[config.mk]
export PLATFORM = sky130hd
export DESIGN_NAME = sram_bank_arbiter_flat
export DESIGN_NICKNAME = d
export VERILOG_FILES = /design/src/rtl/sram_bank_arbiter_if.sv /design/src/rtl/sram_bank_arbiter.sv /design/src/flat_wrapper.sv
export SDC_FILE = /design/constraint.sdc
export NUM_CORES = 1
export LEC_CHECK = 0
export ABC_AREA = 1
export BUFFER_PORTS_ARGS = -buffer_cell sky130_fd_sc_hd__buf_2
export CORE_AREA = 3 3 135 137
export CTS_CLUSTER_SIZE = 16
export DETAILED_ROUTE_END_ITERATION = 6
export DIE_AREA = 0 0 138 140
export PLACE_DENSITY = 0.7
export SYNTH_ARGS = -nofsm -noshare
export SYNTH_HDL_FRONTEND = slang
export SYNTH_SLANG_ARGS = --single-unit
[constraint.sdc]
create_clock -name clk_i -period 2.2 [get_ports clk_i]
set_input_delay 0.11 -clock clk_i [delete_from_list [all_inputs] [get_ports clk_i]]
set_output_delay 0.11 -clock clk_i [all_outputs]
set_load 0.01 [all_outputs]
[src/rtl/sram_bank_arbiter_if.sv]
// Requester-side and bank-side signals of the shared SRAM bank arbiter.
// The slave modport is the arbiter's view; master is the requesters plus the bank macro.
interface sram_bank_arbiter_if #(
  parameter int unsigned NUM_PORTS  = 4,
  parameter int unsigned ADDR_WIDTH = 16,
  parameter int unsigned DATA_WIDTH = 32
);
  localparam int unsigned BeWidth = DATA_WIDTH / 8;

  logic [NUM_PORTS-1:0]                 req_i;
  logic [NUM_PORTS-1:0]                 we_i;
  logic [NUM_PORTS-1:0]                 lock_i;
  logic [NUM_PORTS-1:0][ADDR_WIDTH-1:0] addr_i;
  logic [NUM_PORTS-1:0][BeWidth-1:0]    be_i;
  logic [NUM_PORTS-1:0][DATA_WIDTH-1:0] wdata_i;
  logic [NUM_PORTS-1:0]                 gnt_o;
  logic [NUM_PORTS-1:0]                 rvalid_o;
  logic [DATA_WIDTH-1:0]                rdata_o;

  logic                                 sram_cs_o;
  logic                                 sram_we_o;
  logic [ADDR_WIDTH-1:0]                sram_addr_o;
  logic [BeWidth-1:0]                   sram_be_o;
  logic [DATA_WIDTH-1:0]                sram_wdata_o;
  logic [DATA_WIDTH-1:0]                sram_rdata_i;

  modport slave (
    input  req_i, we_i, lock_i, addr_i, be_i, wdata_i, sram_rdata_i,
    output gnt_o, rvalid_o, rdata_o,
    output sram_cs_o, sram_we_o, sram_addr_o, sram_be_o, sram_wdata_o
  );

  modport master (
    output req_i, we_i, lock_i, addr_i, be_i, wdata_i, sram_rdata_i,
    input  gnt_o, rvalid_o, rdata_o,
    input  sram_cs_o, sram_we_o, sram_addr_o, sram_be_o, sram_wdata_o
  );
endinterface

[src/rtl/sram_bank_arbiter.sv]
// Round-robin arbiter with bounded burst lock sharing one single-port SRAM bank;
// read data is routed back to the issuing port through a fixed-latency tag pipe.
module sram_bank_arbiter #(
  parameter int unsigned NUM_PORTS      = 4,
  parameter int unsigned ADDR_WIDTH     = 16,
  parameter int unsigned DATA_WIDTH     = 32,
  parameter int unsigned READ_LATENCY   = 2,
  parameter int unsigned MAX_LOCK_BEATS = 16
) (
  input logic                clk_i,
  input logic                rst_ni,
  sram_bank_arbiter_if.slave bus
);
  localparam int unsigned IdxW    = $clog2(NUM_PORTS);
  localparam int unsigned LcW     = $clog2(MAX_LOCK_BEATS) + 1;
  localparam int unsigned BeWidth = DATA_WIDTH / 8;

  typedef logic [IdxW-1:0] idx_t;

  idx_t           rr_ptr_q, rr_ptr_d;
  logic           own_vld_q, own_vld_d;
  idx_t           own_idx_q, own_idx_d;
  logic [LcW-1:0] lock_cnt_q, lock_cnt_d;

  logic        rr_found;
  idx_t        rr_idx;
  logic        lock_hit;
  logic        gnt_any;
  idx_t        winner;
  int unsigned rr_pos;

  logic                  cs_q, we_q;
  logic [ADDR_WIDTH-1:0] addr_q;
  logic [BeWidth-1:0]    be_q;
  logic [DATA_WIDTH-1:0] wdata_q;

  logic [READ_LATENCY:0]           pipe_vld_q;
  logic [READ_LATENCY:0][IdxW-1:0] pipe_idx_q;

  // First requester at or after rr_ptr, wrapping around.
  always_comb begin
    rr_found = 1'b0;
    rr_idx   = '0;
    rr_pos   = 0;
    for (int unsigned i = 0; i < NUM_PORTS; i++) begin
      rr_pos = (32'(rr_ptr_q) + i) % NUM_PORTS;
      if (!rr_found && bus.req_i[rr_pos]) begin
        rr_found = 1'b1;
        rr_idx   = idx_t'(rr_pos);
      end
    end
  end

  assign lock_hit = own_vld_q && bus.req_i[own_idx_q] &&
                    (lock_cnt_q < LcW'(MAX_LOCK_BEATS - 1));
  assign gnt_any  = lock_hit || rr_found;
  assign winner   = lock_hit ? own_idx_q : rr_idx;

  always_comb begin
    bus.gnt_o = '0;
    if (gnt_any) begin
      bus.gnt_o[winner] = 1'b1;
    end
  end

  always_comb begin
    rr_ptr_d   = rr_ptr_q;
    own_vld_d  = 1'b0;
    own_idx_d  = own_idx_q;
    lock_cnt_d = '0;
    if (gnt_any) begin
      rr_ptr_d  = (winner == idx_t'(NUM_PORTS - 1)) ? '0 : winner + idx_t'(1);
      own_vld_d = bus.lock_i[winner];
      own_idx_d = winner;
      if (lock_hit) begin
        lock_cnt_d = lock_cnt_q + LcW'(1);
      end
    end
  end

  always_ff @(posedge clk_i or negedge rst_ni) begin
    if (!rst_ni) begin
      rr_ptr_q   <= '0;
      own_vld_q  <= 1'b0;
      own_idx_q  <= '0;
      lock_cnt_q <= '0;
    end else begin
      rr_ptr_q   <= rr_ptr_d;
      own_vld_q  <= own_vld_d;
      own_idx_q  <= own_idx_d;
      lock_cnt_q <= lock_cnt_d;
    end
  end

  // Bank command registers; address and data hold when idle to avoid needless toggling.
  always_ff @(posedge clk_i or negedge rst_ni) begin
    if (!rst_ni) begin
      cs_q    <= 1'b0;
      we_q    <= 1'b0;
      addr_q  <= '0;
      be_q    <= '0;
      wdata_q <= '0;
    end else begin
      cs_q <= gnt_any;
      we_q <= gnt_any && bus.we_i[winner];
      if (gnt_any) begin
        addr_q  <= bus.addr_i[winner];
        be_q    <= bus.be_i[winner];
        wdata_q <= bus.wdata_i[winner];
      end
    end
  end

  always_ff @(posedge clk_i or negedge rst_ni) begin
    if (!rst_ni) begin
      pipe_vld_q <= '0;
      pipe_idx_q <= '0;
    end else begin
      pipe_vld_q <= {pipe_vld_q[READ_LATENCY-1:0], gnt_any && !bus.we_i[winner]};
      pipe_idx_q <= {pipe_idx_q[READ_LATENCY-1:0], winner};
    end
  end

  always_comb begin
    bus.rvalid_o = '0;
    if (pipe_vld_q[READ_LATENCY]) begin
      bus.rvalid_o[pipe_idx_q[READ_LATENCY]] = 1'b1;
    end
  end

  assign bus.rdata_o      = bus.sram_rdata_i;
  assign bus.sram_cs_o    = cs_q;
  assign bus.sram_we_o    = we_q;
  assign bus.sram_addr_o  = addr_q;
  assign bus.sram_be_o    = be_q;
  assign bus.sram_wdata_o = wdata_q;
endmodule
[src/flat_wrapper.sv]
// flat-port wrapper written by rule: the top's interface ports become plain ports
module sram_bank_arbiter_flat 
#(
  parameter int unsigned NUM_PORTS      = 4,
  parameter int unsigned ADDR_WIDTH     = 16,
  parameter int unsigned DATA_WIDTH     = 32,
  parameter int unsigned READ_LATENCY   = 2,
  parameter int unsigned MAX_LOCK_BEATS = 16
)
  (clk_i, rst_ni, bus_req_i, bus_we_i, bus_lock_i, bus_addr_i, bus_be_i, bus_wdata_i, bus_sram_rdata_i, bus_gnt_o, bus_rvalid_o, bus_rdata_o, bus_sram_cs_o, bus_sram_we_o, bus_sram_addr_o, bus_sram_be_o, bus_sram_wdata_o);
  sram_bank_arbiter_if #(.NUM_PORTS(NUM_PORTS), .ADDR_WIDTH(ADDR_WIDTH), .DATA_WIDTH(DATA_WIDTH)) bus_i ();
  input logic clk_i;
  input logic rst_ni;
  input wire logic [$bits(bus_i.req_i)-1:0] bus_req_i;
  input wire logic [$bits(bus_i.we_i)-1:0] bus_we_i;
  input wire logic [$bits(bus_i.lock_i)-1:0] bus_lock_i;
  input wire logic [$bits(bus_i.addr_i)-1:0] bus_addr_i;
  input wire logic [$bits(bus_i.be_i)-1:0] bus_be_i;
  input wire logic [$bits(bus_i.wdata_i)-1:0] bus_wdata_i;
  input wire logic [$bits(bus_i.sram_rdata_i)-1:0] bus_sram_rdata_i;
  output wire logic [$bits(bus_i.gnt_o)-1:0] bus_gnt_o;
  output wire logic [$bits(bus_i.rvalid_o)-1:0] bus_rvalid_o;
  output wire logic [$bits(bus_i.rdata_o)-1:0] bus_rdata_o;
  output wire logic [$bits(bus_i.sram_cs_o)-1:0] bus_sram_cs_o;
  output wire logic [$bits(bus_i.sram_we_o)-1:0] bus_sram_we_o;
  output wire logic [$bits(bus_i.sram_addr_o)-1:0] bus_sram_addr_o;
  output wire logic [$bits(bus_i.sram_be_o)-1:0] bus_sram_be_o;
  output wire logic [$bits(bus_i.sram_wdata_o)-1:0] bus_sram_wdata_o;
  assign bus_i.req_i = bus_req_i;
  assign bus_i.we_i = bus_we_i;
  assign bus_i.lock_i = bus_lock_i;
  assign bus_i.addr_i = bus_addr_i;
  assign bus_i.be_i = bus_be_i;
  assign bus_i.wdata_i = bus_wdata_i;
  assign bus_i.sram_rdata_i = bus_sram_rdata_i;
  assign bus_gnt_o = bus_i.gnt_o;
  assign bus_rvalid_o = bus_i.rvalid_o;
  assign bus_rdata_o = bus_i.rdata_o;
  assign bus_sram_cs_o = bus_i.sram_cs_o;
  assign bus_sram_we_o = bus_i.sram_we_o;
  assign bus_sram_addr_o = bus_i.sram_addr_o;
  assign bus_sram_be_o = bus_i.sram_be_o;
  assign bus_sram_wdata_o = bus_i.sram_wdata_o;
  sram_bank_arbiter #(.NUM_PORTS(NUM_PORTS), .ADDR_WIDTH(ADDR_WIDTH), .DATA_WIDTH(DATA_WIDTH), .READ_LATENCY(READ_LATENCY), .MAX_LOCK_BEATS(MAX_LOCK_BEATS)) u_core (.clk_i(clk_i), .rst_ni(rst_ni), .bus(bus_i));
endmodule
; Yosys cells after proc, flatten, opt, wreduce, memory -nomap -nowiden
; Cells that the tools add are included.
[word_totals]
ff_bits = 73
inputBits = 254
output_inout_bits = 94
elab_cells = 82
[op_classes]
n_addsub = 5
n_lt_le_gt_ge = 10
n_eq_ne = 1
n_mux = 39
reduce_logical = 14
[ops]
columns = op, n
row1 = $bmux W32 S2, 1
row2 = $bmux W16 S2, 1
row3 = $mux W32, 1
row4 = $lt A2 B3 Y1 const B, 7
row5 = $mux W16, 1
row6 = $bmux W1 S2, 7
row7 = $mux W1, 14
row8 = $mux W2, 6
row9 = $mux W4, 3
row10 = $mux W5, 2
row11 = $logic_and A1 B1 Y1, 9
row12 = $bmux W4 S2, 1
row13 = $add A5 B1 Y5 const B, 1
row14 = $lt A5 B4 Y1 const B, 1
row15 = $add A2 B1 Y2 const B, 2
row16 = $add A2 B2 Y2 const B, 2
row17 = $demux W1 S2, 2
row18 = $ge A2 B1 Y1 const B, 2
row19 = $logic_not A1 Y1, 4
row20 = $eq A2 B2 Y1 const B, 1
row21 = $logic_or A1 B1 Y1, 1

; Logic depth before layout (Yosys ltp)
; Gate-level depths: netlist of run 1.
[depth]
word_depth = 18
depth_mapped = 17
ltp_nobuf = 15

; Worst setup path before layout of run 1
; OpenSTA, ideal clock, no wires.
[synth_timing]
path_kind = register -> register
from = reg u_core.rr_ptr_q[0]
to = reg u_core.rr_ptr_q[1]
setup_time_ns = 0.126
arrival_ns = 1.852
t_required_ns = 2.074
path_slack_ns = 0.222
stages_incl_launch_ff = 16
path_buffers = 3
period_less_slack_ns = 1.978
path_cell_list = dfrtp_1 -> buf_4 -> nand2_1 -> nand2_2 -> nand2_2 -> nand2_2 -> nor2_4 -> nand3_1 -> nand2_1 -> nand3_2 -> buf_4 -> buf_2 -> nand2_1 -> ha_1 -> nand2_1 -> o21ai_0
[synth_between]
elab_chain_cells = 15
word_cells_on_any_way = 30
cone_classes = add/sub: 4 / eq/ne: 1 / mux: 18 / reduce/logical: 7
[synth_lines]
columns = element, line
row1 = from (decl), sram_bank_arbiter.sv:20  ; idx_t rr_ptr_q, rr_ptr_d;
row2 = from (signal assigned), sram_bank_arbiter.sv:88  ; rr_ptr_q <= rr_ptr_d;
row3 = branches (longest 15 deep; another with $add A2 B1 Y2), --
; Several ways; the timed one is not identified. The select of a mux whose other input is x is not followed.
; A chain may end at the register's enable or synchronous reset.

; Final worst setup path of run 1
[layout_timing]
from = reg u_core.rr_ptr_q[0]
to = out bus_gnt_o[2]
[layout_between]
elab_chain_cells = 18
word_cells_on_any_way = 33
cone_classes = add/sub: 3 / order compare: 2 / mux: 20 / reduce/logical: 8
[layout_lines]
columns = element, line
row1 = branches (longest 17 deep; another with $add A2 B1 Y2), --
row2 = $mux W4 *, sram_bank_arbiter.sv:61  ; if (gnt_any) begin
row3 = to (decl), flat_wrapper.sv:21  ; output wire logic [$bits(bus_i.gnt_o)-1:0] bus_gnt_o;
; Mark *: on every way between the ends. The select of a mux whose other input is x is not followed.

==> run metrics, run 1 <==
port bufs=around 280; largest net degree at the start of global routing=between 50 and 60; Initial Util=0.326; synth top area cells=dfrtp_1 33%, nand2_1 24%, nand3_1 15%; Sink Count=between 70 and 80; first-pass GRT wire length=30700 microns; Post-Synthesis Cells=approximately 910; Worst-Margin Slew=approximately 0.6 ns; CP required=between 2 and 2.5 ns; mapped cell area=~5600 sq um; clk_lat worst skew=0.34 ns; Hold Path Stages=3; Area Overhead vs Synth=55.4%; Clock transition at path regs=about 0.060 ns; CP delay by family, top=simple AND/OR/NAND/NOR gates; count of final max-slew check failures=0; max cap viols=0; register area=1830 sq um; Tmin final=2.32 ns; Ant. Diodes=0; status=finished, violations left; gr ovfl total=0; FILL cells=1702; die height=roughly 140 microns; htree depth=3; area of the multi-input gates=approximately 3400 sq um; cts bufs inserted=9; Placement Rows=48; critical path class=flop to output port; Die X=between 100 and 150 microns; CTS tree=built; starting DRC count in detailed routing=around 370; IO Pins=348; DR vias=between 6000 and 7000; vias per cell=4.75; failing checks=setup timing; number of remaining DRC errors=0; Yosys top cell by area=dfrtp_1; CP bufs+invs=3; YS warnings=0; CP cell instances=clkinvlp_4 -> nand2_2 -> nand2_2 -> nand2_2 -> nand2_2 -> a21oi_2 -> nand2_2 -> nand3_4 -> nand2_8 -> buf_12 -> nor2_1 -> buf_2; sequential area share after synthesis=0.326; nets@finish=1441; CP max-delay cell=dfrtp_2; top cells by count, synth=360 x nand2_1, 168 x nand3_1, 151 x inv_1, 73 x dfrtp_1, 43 x buf_4; Slew headroom=0.594; Final Setup Violations=57; share of cells above drive strength 1=0.454; hpwl dp=14100 microns; Critical Path Stages=12; GPL Wtd Cong=approximately 0.96; share of the synthesized area in the top cell type=0.326; crit-path max FO=7; vias in the first global route=between 6000 and 7000; Worst setup EP type=output port; Register-to-Register Path Depth=14; antenna viol nets, final=0; syn avg cell area=between 6 and 7 sq um; FMAX=about 430 MHz; GRT Overall Usage=0.194; Clock Skews=0.00583 ns; fin crit share=1.05; clk buf depth=2; die area=about 19000 sq um; RSZ-0062 raised after global routing=true; Post-synth EDFFs=0; clock root cell=clkbuf_16; ys flop type=dfrtp_1; crit-path max cell delay=~0.46 ns; Async SR Flop Fraction=1.00; Fin. Hold Viols=0; most frequent cell after synthesis=nand2_1; core area=roughly 17000 sq um; initial antenna violation count=0; Crit path arrival time=about 2.2 ns; Top cell by count, worst path=nand2_2; Yosys reg bits=73; First-pass DRT Iterations=5; average wire per standard cell=roughly 16 microns; final instance area=8700 sq um; final setup margin=-0.120 ns; Routed WL=between 20000 and 25000 microns; Worst setup SP type=flop; placed cell area=a little over 7000 sq um; Mapped Nets=roughly 1200; Worst Hold Class=primary input to flop; Synth cell types=27
[timing repair]
| action | CTS | global route |
|---|---|---|
| resized for setup | 30 | 187 |
| setup endpoints to repair | 4 | 59 |
| buffers inserted | 13 | 5 |
| endpoints found under the hold margin | 43 | 0 |
| hold buffers | 1 | 0 |
| gates cloned | 4 | 14 |
| pin swaps | 9 | 51 |
[state kept, by name (all words and copies together) (netlist names), 2 cells and up]
signal and flops:
u_core.pipe_vld_q 3, u_core.own_idx_q 2, u_core.bus.sram_addr_o 16, u_core.lock_cnt_q 5, u_core.bus.sram_wdata_o 32, u_core.pipe_idx_q 6
u_core.rr_ptr_q 2, u_core.bus.sram_be_o 4
[cells by family after synthesis]
| family | synth area share |
|---|---|
| simple gates | 0.451 |
| buf+inv | 0.201 |
| flops | 0.326 |
| compound gates | 0.0165 |
| fa+ha+maj | 0.00447 |
[layout by cell type, fill, tap and decap left out, types with 9 or more instances in the layout]
master | Yosys | layout
clkbuf_16 | 0 | 18
inv_1 | 151 | 150
nand3_2 | 4 | 77
buf_2 | 15 | 281
nand2_4 | 0 | 26
or2_1 | 10 | 10
nor2_1 | 12 | 9
nand3_1 | 168 | 94
or2_4 | 0 | 14
dfrtp_1 | 73 | 71
buf_4 | 43 | 31
nand2_1 | 360 | 294
nand2_2 | 5 | 44
[metrics by stage]
step                      cells  setup slack [ns]   util  hold slack, ns  setup TNS, ns
after floorplan             912             0.222      -          -0.186              0
after global placement     1364            0.0526  0.411           0.173              0
after detailed placement   1364            0.0530  0.411           0.174              0
after CTS                  1398           -0.0730  0.448          0.0217          -1.38
after global routing       1415            -0.244  0.507          0.0489         -11.48
final                      1415            -0.120  0.507          0.0418          -3.53
[worst paths after layout]
kind,to,startpoint,slack (ns)
worst max-delay path,bus_gnt_o[2],u_core.rr_ptr_q[0]$_DFFE_PN0P_,-0.12
worst min-delay path,u_core.own_vld_q$_DFF_PN0_,bus_lock_i[2],0.04
worst max register to register,u_core.bus.sram_be_o[3]$_DFFE_PN0P_,u_core.rr_ptr_q[0]$_DFFE_PN0P_,-0.11
worst min register to register,u_core.pipe_idx_q[5]$_DFF_PN0_,u_core.pipe_idx_q[3]$_DFF_PN0_,0.35
max in group asynchronous,u_core.bus.sram_addr_o[11]$_DFFE_PN0P_,rst_ni,1.28
min in group asynchronous,u_core.bus.sram_addr_o[7]$_DFFE_PN0P_,rst_ni,0.33
[per-layer routing]
metal  global-route usage  share of wire  vias to the layer above
met5                    0              0                        -
met4               0.0790          0.032                        0
met3               0.0478          0.076                       53
met2                0.331           0.49                      321
met1                0.235           0.40                     3080
li1                     -              -                     3273
[final cells by class]
type,instances,share of cell area
Timing Repair Buffer,342,0.254
Inverter,154,0.0686
Clock inverter,6,0.0129
Clock buffer,10,0.0275
Timing Repair inverter,2,0.00187
Multi-Input combinational cell,603,0.393
Sequential cell,73,0.210
Tap cell,225,0.0323
[worst min-delay path: stages]
cell	delay (ns)
buf_2	0.08
o21ai_0	0.08
nand2_1	0.07
Power of run 1 is left out: the tool's default activity adds up to more than one toggle a clock period on the data nets, which glitch-free logic cannot reach.
==> run 2: changes to the inputs <==
Settings changed: GPL_TIMING_DRIVEN from default to 0.
==> run metrics, run 2 (synthesized netlist as in run 1, its figures left out) <==
IO Pins=348 (unchanged); Area Overhead vs Synth=49.9%; share of cells above drive strength 1=0.391 (-0.0626); clock share of power=0.083; Worst setup EP type=output port; worst hold slack=0.0408 ns (-0.000983 ns); Placement Rows=48 (unchanged); starting DRC count in detailed routing=449 (+22%); Initial Util=0.326 (unchanged); largest net degree at the start of global routing=47 (-18%); number of remaining DRC errors=0 (unchanged); vias per cell=4.55 (-4.2%); Clock Skews=0.00680 ns (+0.000968 ns); max reg flops=32 (unchanged); die area=19300 sq um (unchanged); maximum vdd drop=approximately 0.93 mV; clock root cell=clkbuf_16; Clock transition at path regs=0.06 ns (about the same); combinational share of power=0.779; reg-to-reg slack, setup=-0.10 ns (about the same); first-pass GRT wire length=32600 microns (+6.2%); Sink Count=73 (unchanged); Worst Hold Class=primary input to flop; final setup margin=-0.197 ns (-0.0772 ns); First-pass DRT Iterations=5 (unchanged); Leak Pwr=slightly above 0.005 uW; RSZ-0062 raised after global routing=true; dpl ws=-0.394 ns (-0.447 ns); DR vias=6799 (+1.1%); sequential share of power=0.139; Worst setup SP type=flop; Fin. Hold Viols=0 (unchanged); pwr dens=~2200 nW/um^2; commonest non-fill, non-tap cell in the layout=nand2_1; htree depth=3 (unchanged); vias in the first global route=6459 (+6.0%); max cap viols=0 (unchanged); Tmin final=2.40 ns (+0.0772 ns); nets@finish=1519 (+5.4%); Crit path arrival time=2.29 ns (+0.08 ns); crit-path max FO=10 (+3); clk buf depth=2 (unchanged); FMAX=417 MHz (-3.2%); Sw Share=0.504; antenna viol nets, final=0 (unchanged); count of final max-slew check failures=0 (unchanged); Pint=approximately 9000 uW; GRT Overall Usage=0.209 (+0.0153); Routed WL=21700 microns (-2.7%); GPL Wtd Cong=0.946 (-1.5%); P_sw=9270 uW; port bufs=315 (+11%); Final Setup Violations=40 (-30%); Die X=138 microns (unchanged); fin crit share=1.09 (+0.0351); initial antenna violation count=0 (unchanged); critical path class=flop to output port; CTS tree=built; failing checks=setup timing; Slew headroom=0.648 (+0.0544); most frequent cells in the layout=345 x nand2_1, 322 x buf_2, 163 x nand3_1; FILL cells=1754 (+3.1%); average wire per standard cell=14.5 microns (-7.8%); die height=140 microns (unchanged); gr ovfl total=0 (unchanged); Worst-Margin Slew=0.528 ns (-0.0817 ns); CP required=2.09 ns (about the same); core area=17200 sq um (unchanged); Ant. Diodes=0 (unchanged); final core utilization=0.489 (-0.0178); clk_lat worst skew=0.34 ns (about the same); hpwl dp=16600 microns (+18%); status=finished, violations left; cts bufs inserted=9 (unchanged)
-- run 2: layer usage --
metal | track usage | up-vias | wire, microns
met5 | 0 | - | 0
met3 | 0.0481 | 41 | 1710
li1 | - | 3421 | -
met4 | 0.0780 | 0 | 583
met2 | 0.367 | 322 | 10500
met1 | 0.251 | 3015 | 8900
-- run 2: metrics by stage --
stage	instances	setup TNS, ns	area [sq um]	total power, uW
after floorplan	912	0	5600	10700
after global routing	1493	-10.54	8400	20100
after detailed placement	1453	-8.97	7490	14400
after CTS	1481	-4.21	8110	17200
after global placement	1452	-7.38	7460	14200
final	1493	-2.19	8400	18400
-- run 2: cell type report --
cell class | instances | area (sq um) | area share
Timing Repair inverter | 1 | 7.51 | 0.000894
Multi-Input combinational cell | 603 | 2810 | 0.334
Buffer | 82 | 702 | 0.0836
Clock inverter | 4 | 51.3 | 0.00611
Sequential cell | 73 | 1830 | 0.218
Tap cell | 225 | 282 | 0.0335
Timing Repair Buffer | 339 | 1870 | 0.223
Inverter | 154 | 596 | 0.0709
Clock buffer | 12 | 256 | 0.0305
-- run 2: final timing paths --
| check | startpoint | to | cells after the start |
|---|---|---|---|
| worst max-delay path | u_core.own_idx_q[0]$_DFFE_PN0P_ | bus_gnt_o[3] | 11 |
| worst min-delay path | bus_lock_i[2] | u_core.own_vld_q$_DFF_PN0_ | 3 |
| worst max register to register | u_core.own_idx_q[0]$_DFFE_PN0P_ | u_core.bus.sram_we_o$_DFF_PN0_ | 14 |
| worst min register to register | u_core.pipe_idx_q[3]$_DFF_PN0_ | u_core.pipe_idx_q[5]$_DFF_PN0_ | 0 |
| max in group asynchronous | rst_ni | u_core.bus.sram_addr_o[9]$_DFFE_PN0P_ | 3 |
| min in group asynchronous | rst_ni | u_core.bus.sram_addr_o[13]$_DFFE_PN0P_ | 2 |
-- run 2: worst max-delay path, stage by stage (launching register included) --
cell	delay [ns]
dfrtp_1	0.46
a21oi_1	0.18
o21ai_0	0.13
o21ai_2	0.11
nand3_2	0.19
buf_2	0.25
buf_4	0.20
nand2_4	0.09
ha_4	0.13
nand2_2	0.05
inv_2	0.06
buf_6	0.10
-- run 2: timing repair --
item / CTS / global route
setup buffers: 10 / 9
hold endpoints to repair: 27 / 0
hold buffers: 1 / 0
cloned: 1 / 3
setup endpoints to repair: 62 / 63
gates resized for setup: 69 / 50
pin swaps: 10 / 11
-- run 2: power groups by stage --
stage,Sequential (uW),Combinational (uW),Clock [uW]
after floorplan,2750,7940,0
after global placement,2520,11600,0
after detailed placement,2540,11900,0
after CTS,2540,13100,1570
after global routing,2620,15900,1620
final,2550,14300,1520
(Power assumes the default switching activity.)
